**src/rtl/univ_shift_reg.sv**
```systemverilog
// -----------------------------------------------------------------------------
// univ_shift_reg
//
// Purpose:
//   WIDTH-bit universal register bank with complementary outputs. Each rising
//   Clk edge applies, in priority order: synchronous clear, synchronous set,
//   then one of eight Mode operations (hold, shift, rotate, load, invert).
//   Asynchronous Rst forces the bank to RST_VAL immediately.
//
// Parameters:
//   WIDTH    register width in bits, 2..64
//   RST_VAL  value forced into Q while Rst is high
//
// Ports:
//   Clk      in   clock, all state changes on the rising edge
//   Rst      in   asynchronous reset, active-high
//   Clr      in   synchronous clear (wins over Set)
//   Set      in   synchronous set, all bits to 1
//   Mode     in   [2:0] operation select
//   D        in   [WIDTH-1:0] parallel load data
//   SerR     in   serial input for shift-right, enters at the MSB
//   SerL     in   serial input for shift-left, enters at the LSB
//   Q        out  [WIDTH-1:0] register contents
//   Q_N      out  [WIDTH-1:0] complement of Q, held in its own register
//   SerOutR  out  Q[0], the bit a right shift discards next
//   SerOutL  out  Q[WIDTH-1], the bit a left shift discards next
//   Zero     out  1 when Q is all zeros
// -----------------------------------------------------------------------------
module univ_shift_reg #(
    parameter int               WIDTH   = 8,
    parameter logic [WIDTH-1:0] RST_VAL = '0
) (
    input  logic             Clk,
    input  logic             Rst,
    input  logic             Clr,
    input  logic             Set,
    input  logic [2:0]       Mode,
    input  logic [WIDTH-1:0] D,
    input  logic             SerR,
    input  logic             SerL,
    output logic [WIDTH-1:0] Q,
    output logic [WIDTH-1:0] Q_N,
    output logic             SerOutR,
    output logic             SerOutL,
    output logic             Zero
);

    // Mode encodings
    localparam logic [2:0] MODE_HOLD = 3'b000;
    localparam logic [2:0] MODE_SHR  = 3'b001;
    localparam logic [2:0] MODE_SHL  = 3'b010;
    localparam logic [2:0] MODE_LOAD = 3'b011;
    localparam logic [2:0] MODE_ROR  = 3'b100;
    localparam logic [2:0] MODE_ROL  = 3'b101;
    localparam logic [2:0] MODE_INV  = 3'b110;
    localparam logic [2:0] MODE_RSVD = 3'b111;

    logic [WIDTH-1:0] q_next;

    // Next-state selection. Clr is checked before Set so that both together
    // clear the bank. The reserved encoding is deliberately identical to hold.
    always_comb begin
        q_next = Q;
        if (Clr) begin
            q_next = '0;
        end else if (Set) begin
            q_next = '1;
        end else begin
            case (Mode)
                MODE_HOLD: q_next = Q;
                MODE_SHR:  q_next = {SerR, Q[WIDTH-1:1]};
                MODE_SHL:  q_next = {Q[WIDTH-2:0], SerL};
                MODE_LOAD: q_next = D;
                MODE_ROR:  q_next = {Q[0], Q[WIDTH-1:1]};
                MODE_ROL:  q_next = {Q[WIDTH-2:0], Q[WIDTH-1]};
                MODE_INV:  q_next = ~Q;
                MODE_RSVD: q_next = Q;
                default:   q_next = Q;
            endcase
        end
    end

    // Q and Q_N are separate registers loaded from the same next value, so
    // Q_N never lags Q and stays complementary through reset.
    always_ff @(posedge Clk or posedge Rst) begin
        if (Rst) begin
            Q   <= RST_VAL;
            Q_N <= ~RST_VAL;
        end else begin
            Q   <= q_next;
            Q_N <= ~q_next;
        end
    end

    // Status taps come straight off Q with no extra register stage.
    assign SerOutR = Q[0];
    assign SerOutL = Q[WIDTH-1];
    assign Zero    = (Q == '0);

endmodule

```
**config.mk**
```make
export PLATFORM = sky130hd
export DESIGN_NAME = univ_shift_reg
export DESIGN_NICKNAME = d
export VERILOG_FILES = /design/src/rtl/univ_shift_reg.sv
export SDC_FILE = /design/constraint.sdc
export NUM_CORES = 1
export LEC_CHECK = 0
export ABC_CLOCK_PERIOD_IN_PS = 3800
export BUFFER_PORTS_ARGS = -buffer_cell sky130_fd_sc_hd__clkbuf_2
export CAP_MARGIN = 20
export CORE_MARGIN = 2
export CORE_UTILIZATION = 54
export DETAILED_ROUTE_END_ITERATION = 10
export GPL_ROUTABILITY_DRIVEN = 0
export PLACE_DENSITY = 0.93
export REMOVE_ABC_BUFFERS = 1
export SYNTH_ARGS = -nofsm -noshare
export SYNTH_HDL_FRONTEND = slang
export SYNTH_SLANG_ARGS = --single-unit
```
**constraint.sdc**
```tcl
create_clock -name Clk -period 3.8 [get_ports Clk]
set_input_delay 0.76 -clock Clk [delete_from_list [all_inputs] [get_ports Clk]]
set_output_delay 0.76 -clock Clk [all_outputs]
set_load 0.01 [all_outputs]
```
Word-level counts from Yosys, hierarchy flattened
Cells that the tools add are included.
{"block": "word_totals", "reg_bits": 16, "in_bits": 17, "out_inout_bits": 19}
{"block": "op_classes", "eq_ne": 7, "mux": 3, "n_bitwise": 2, "reduce_logical": 3}
{"op": "8-bit one-hot mux with 7 select lines", "n": 1}
{"op": "8-bit 2-to-1 mux", "n": 2}
{"op": "8-bit NOT", "n": 2}
{"op": "3-bit equality test (second input constant)", "n": 4}
{"op": "8-bit zero test", "n": 1}
{"op": "3-bit by 2-bit equality test with 1-bit output (second input constant)", "n": 2}
{"op": "3-bit by 1-bit equality test with 1-bit output (second input constant)", "n": 1}
{"op": "3-bit zero test", "n": 1}
{"op": "2-bit OR reduction", "n": 1}

Depth between registers and ports, before layout
{"block": "depth", "depth_word": 6, "ltp_mapped": 7, "mapped_depth_nobuf": 4}

Worst setup path after synthesis
OpenSTA, ideal clock, no wires.
{"block": "synth_timing", "path_kind": "register -> output", "from": "reg Q[3]", "to": "out Zero", "arrival_ps": 1150, "required_time_ps": 3040, "path_slack_ps": 1890, "path_stages_with_launch": 3, "path_cell_list": "dfrtp_1 -> or4_1 -> nor2_1"}
{"block": "synth_between", "elab_chain_cells": 1}
{"element": "from (decl)", "line_no": "41", "source": "output logic [WIDTH-1:0] Q,"}
{"element": "from (signal assigned)", "line_no": "90", "source": "Q <= q_next;"}
{"element": "8-bit zero test", "line_no": "98", "source": "assign Zero = (Q == '0);"}
{"element": "to (decl)", "line_no": "45", "source": "output logic Zero"}
Every way passes these cells.

Final worst setup path
Ends and elaborated chain as after synthesis.

==> results.json <==
{
  "worst_ep_required_time_ps": 3040,
  "clkTransAtPathRegs_ps": 100,
  "clk_path_buf_depth": 2,
  "ys_ff_latch": 16,
  "grt-ovfl-total": 0,
  "critical_path_class": "register to primary output",
  "io_buffers": 35,
  "cts_tree": "built",
  "pre_cts_ws_ps": 1475,
  "row_count": 16,
  "ys_warn_count": 0,
  "fill_cells": 166,
  "clock_sinks": 16,
  "syn2layout_area_growth_pct": 15.15,
  "report.final.slew_viol_count": 0,
  "wire_per_inst_um": 15.60,
  "dp_hpwl_um": 2046,
  "fin_crit_sh": 0.6201,
  "drc": 0,
  "period_needed_ps": 2356,
  "regArea_um2": 410.4,
  "routed-wl-met2_um": 1472,
  "cp-start-kind": "register",
  "r2r-end": "Q[3]$_DFF_PP0_",
  "clkPwrFrac": 0.269,
  "die_h_um": 49.95,
  "tightestPinTransition_ps": 655.0,
  "hold_path.class": "input pin to asynchronous set/reset pin",
  "slowest_delay_ps": 540,
  "top_layer": "met4",
  "cts_made_buffers": 3,
  "die_w_um": 49.95,
  "viasPerCell": 6.191,
  "netlist_area_um2": 1140,
  "synth_area_leaders": "dfstp_2 (18%), dfrtp_1 (18%), nand2_1 (4.9%)",
  "grt_pass1_vias": 1038,
  "grt_pass1_wl_um": 4823,
  "synth.largest_area_cell": "dfstp_2",
  "slew_headroom": 0.5633,
  "m1WireLength_um": 1113,
  "ant_nets": 0,
  "multi_input_area_um2": 638.1,
  "drive_above_1_share": 0.3841,
  "yosysSeqAreaShare": 0.3600,
  "syn_area_per_cell_um2": 9.343,
  "ff2ff_setup_slack_ps": 2260,
  "cellPowerDensity_nw_per_um2": 333.0,
  "hold_viol": 0,
  "cts_setup_buffers": 0,
  "dr.first_iter.drc_count": 35,
  "ioPinCount": 36,
  "combPwrFrac": 0.263,
  "fin_skew_ps": 3.040,
  "synth_enable_flop_cells": 0,
  "cts_resized": 0,
  "netSwitchingPower_uw": 139.8,
  "vdd_drop_max_v": 0.0002262,
  "via_count": 1102,
  "p_sw_frac": 0.3198,
  "dr.pass1.iters": 4,
  "antenna_found_initial": 0,
  "critPathCaptureType": "primary output",
  "clk_latency_ps": 300,
  "htree_levels": 1,
  "grt_setup_unrepaired": "no",
  "internal_power_uw": 297.2,
  "worstPathMaxFanout": 7,
  "syn_inst": 122,
  "worstReg2RegStart": "Q[3]$_DFF_PP0_",
  "synth_top_area_frac": 0.1844,
  "synth_cell_types": 38,
  "diodes": 0,
  "core_um2": 1982,
  "dieArea_um2": 2495,
  "p_seq_frac": 0.467,
  "met3_length_um": 162,
  "cts_root_buf": "clkbuf_4",
  "grt_max_degree": 37,
  "synthFlopType": "dfstp_2",
  "fin_nets": 169,
  "layout_setup_ws_ps": 1444,
  "finalSetupViolCount": 0,
  "cp_data_arrival_time_ps": 1600,
  "max_cap_violations": 0,
  "p_leak_uw": 0.0005665,
  "clock.fmax_mhz": 424.4,
  "crit_path_top_delay_cell": "or4_1",
  "initial_core_util": 0.5751,
  "rr_worst_depth": 4,
  "holdBufCountCts": 0,
  "status": "finished clean",
  "drt-total-wl_um": 2777,
  "grtUsageTotal": 0.2484,
  "setup_tns_ps": 0,
  "worstPathCellList": "or4_1, nor2_1, clkbuf_2",
  "ys_async_sr_fraction": 1.000
}
cell usage in the layout, fill, tap and decap left out, types with 3 or more instances in the layout:
cell | synthesis | routed
a211oi_1 | 5 | 5
a21oi_1 | 8 | 8
a311oi_1 | 3 | 3
a31o_2 | 3 | 3
clkbuf_2 | 0 | 35
clkbuf_4 | 0 | 3
dfrtp_1 | 8 | 8
dfstp_2 | 8 | 8
inv_1 | 4 | 4
mux2i_1 | 3 | 3
nand2_1 | 15 | 15
nand2b_1 | 5 | 5
nor2_1 | 6 | 6
nor2b_1 | 7 | 7
nor3_1 | 3 | 3
o41a_1 | 5 | 5
o41ai_1 | 5 | 5
routing by layer:
| metal | up-vias | global-route usage |
|---|---|---|
| li1 | 523 | - |
| met1 | 533 | 0.3130 |
| met2 | 43 | 0.4356 |
| met3 | 3 | 0.03030 |
| met4 | 0 | 0.08333 |
| met5 | - | 0 |
critical path, delay by kind of cell (launching register included):
| kind | cells | cell delay [ps] |
|---|---|---|
| AND/OR/NAND/NOR | 2 | 690 |
| flip-flops | 1 | 460 |
| buffers and inverters | 1 | 150 |
power groups by stage:
stage	Clock [uW]	Combinational, uW	Sequential, uW
finish	118	115	204
global route	127	127	207
global placement	0	110	206
floorplan	0	58.6	213
detailed placement	0	114	207
CTS	118	115	204
Yosys cell counts (2+ instances only):
master / instances
nand2_1: 15
mux2i_1: 3
buf_2: 4
o41a_1: 5
nor2b_1: 7
nand2b_1: 5
buf_6: 3
dfrtp_1: 8
nor2_1: 6
nand2b_4: 2
inv_1: 4
dfstp_2: 8
buf_4: 2
a21oi_1: 8
a31o_2: 3
xor2_1: 2
or4_1: 2
nor3_1: 3
a211oi_1: 5
a311oi_2: 2
a31oi_1: 2
a311oi_1: 3
o41ai_1: 5
area by class of cell:
type,instances,area share
timing repair buffer,35,0.1335
sequential,16,0.3127
tap,27,0.02574
clock buffer,4,0.02765
multi-input combinational,91,0.4862
inverter,5,0.01430
how the worst max path moves through the flow:
stage | startpoint | endpoint | slack, ps | cells past startpoint
after floorplan | Q[3]$_DFF_PP0_ | Zero | 1890 | 2
after global placement | Mode[0] | Q[4]$_DFF_PP0_ | 1550 | 5
after detailed placement | Mode[0] | Q[2]$_DFF_PP0_ | 1480 | 5
after CTS | Q[3]$_DFF_PP0_ | Zero | 1460 | 3
after global routing | Q[3]$_DFF_PP0_ | Zero | 1420 | 3
final | Q[3]$_DFF_PP0_ | Zero | 1440 | 3
per-stage QoR:
stage / std cells / utilization / hold slack, ps / area (um2) / total power (uW)
finish: 178 / 0.6622 / 490.8 / 1313 / 437.0
global placement: 174 / 0.6439 / 728.3 / 1276 / 316.0
CTS: 178 / 0.6622 / 512.1 / 1313 / 436.7
detailed placement: 174 / 0.6439 / 751.2 / 1276 / 321.1
floorplan: 112 / - / 668.0 / 1067 / 271.4
global route: 178 / 0.6622 / 558.9 / 1313 / 460.7
flip-flops by register name, summed over array words and instances (netlist names):
name,flops
Q,8
Q_N,8
cells by family after synthesis:
| family | count (synthesis) | synth area share |
|---|---|---|
| flops | 16 | 0.3600 |
| mux | 4 | 0.03622 |
| compound gates | 39 | 0.2821 |
| simple gates | 45 | 0.2184 |
| buf+inv | 15 | 0.08012 |
| xor+xnor | 3 | 0.02306 |
Power figures use the tool's default switching activity.
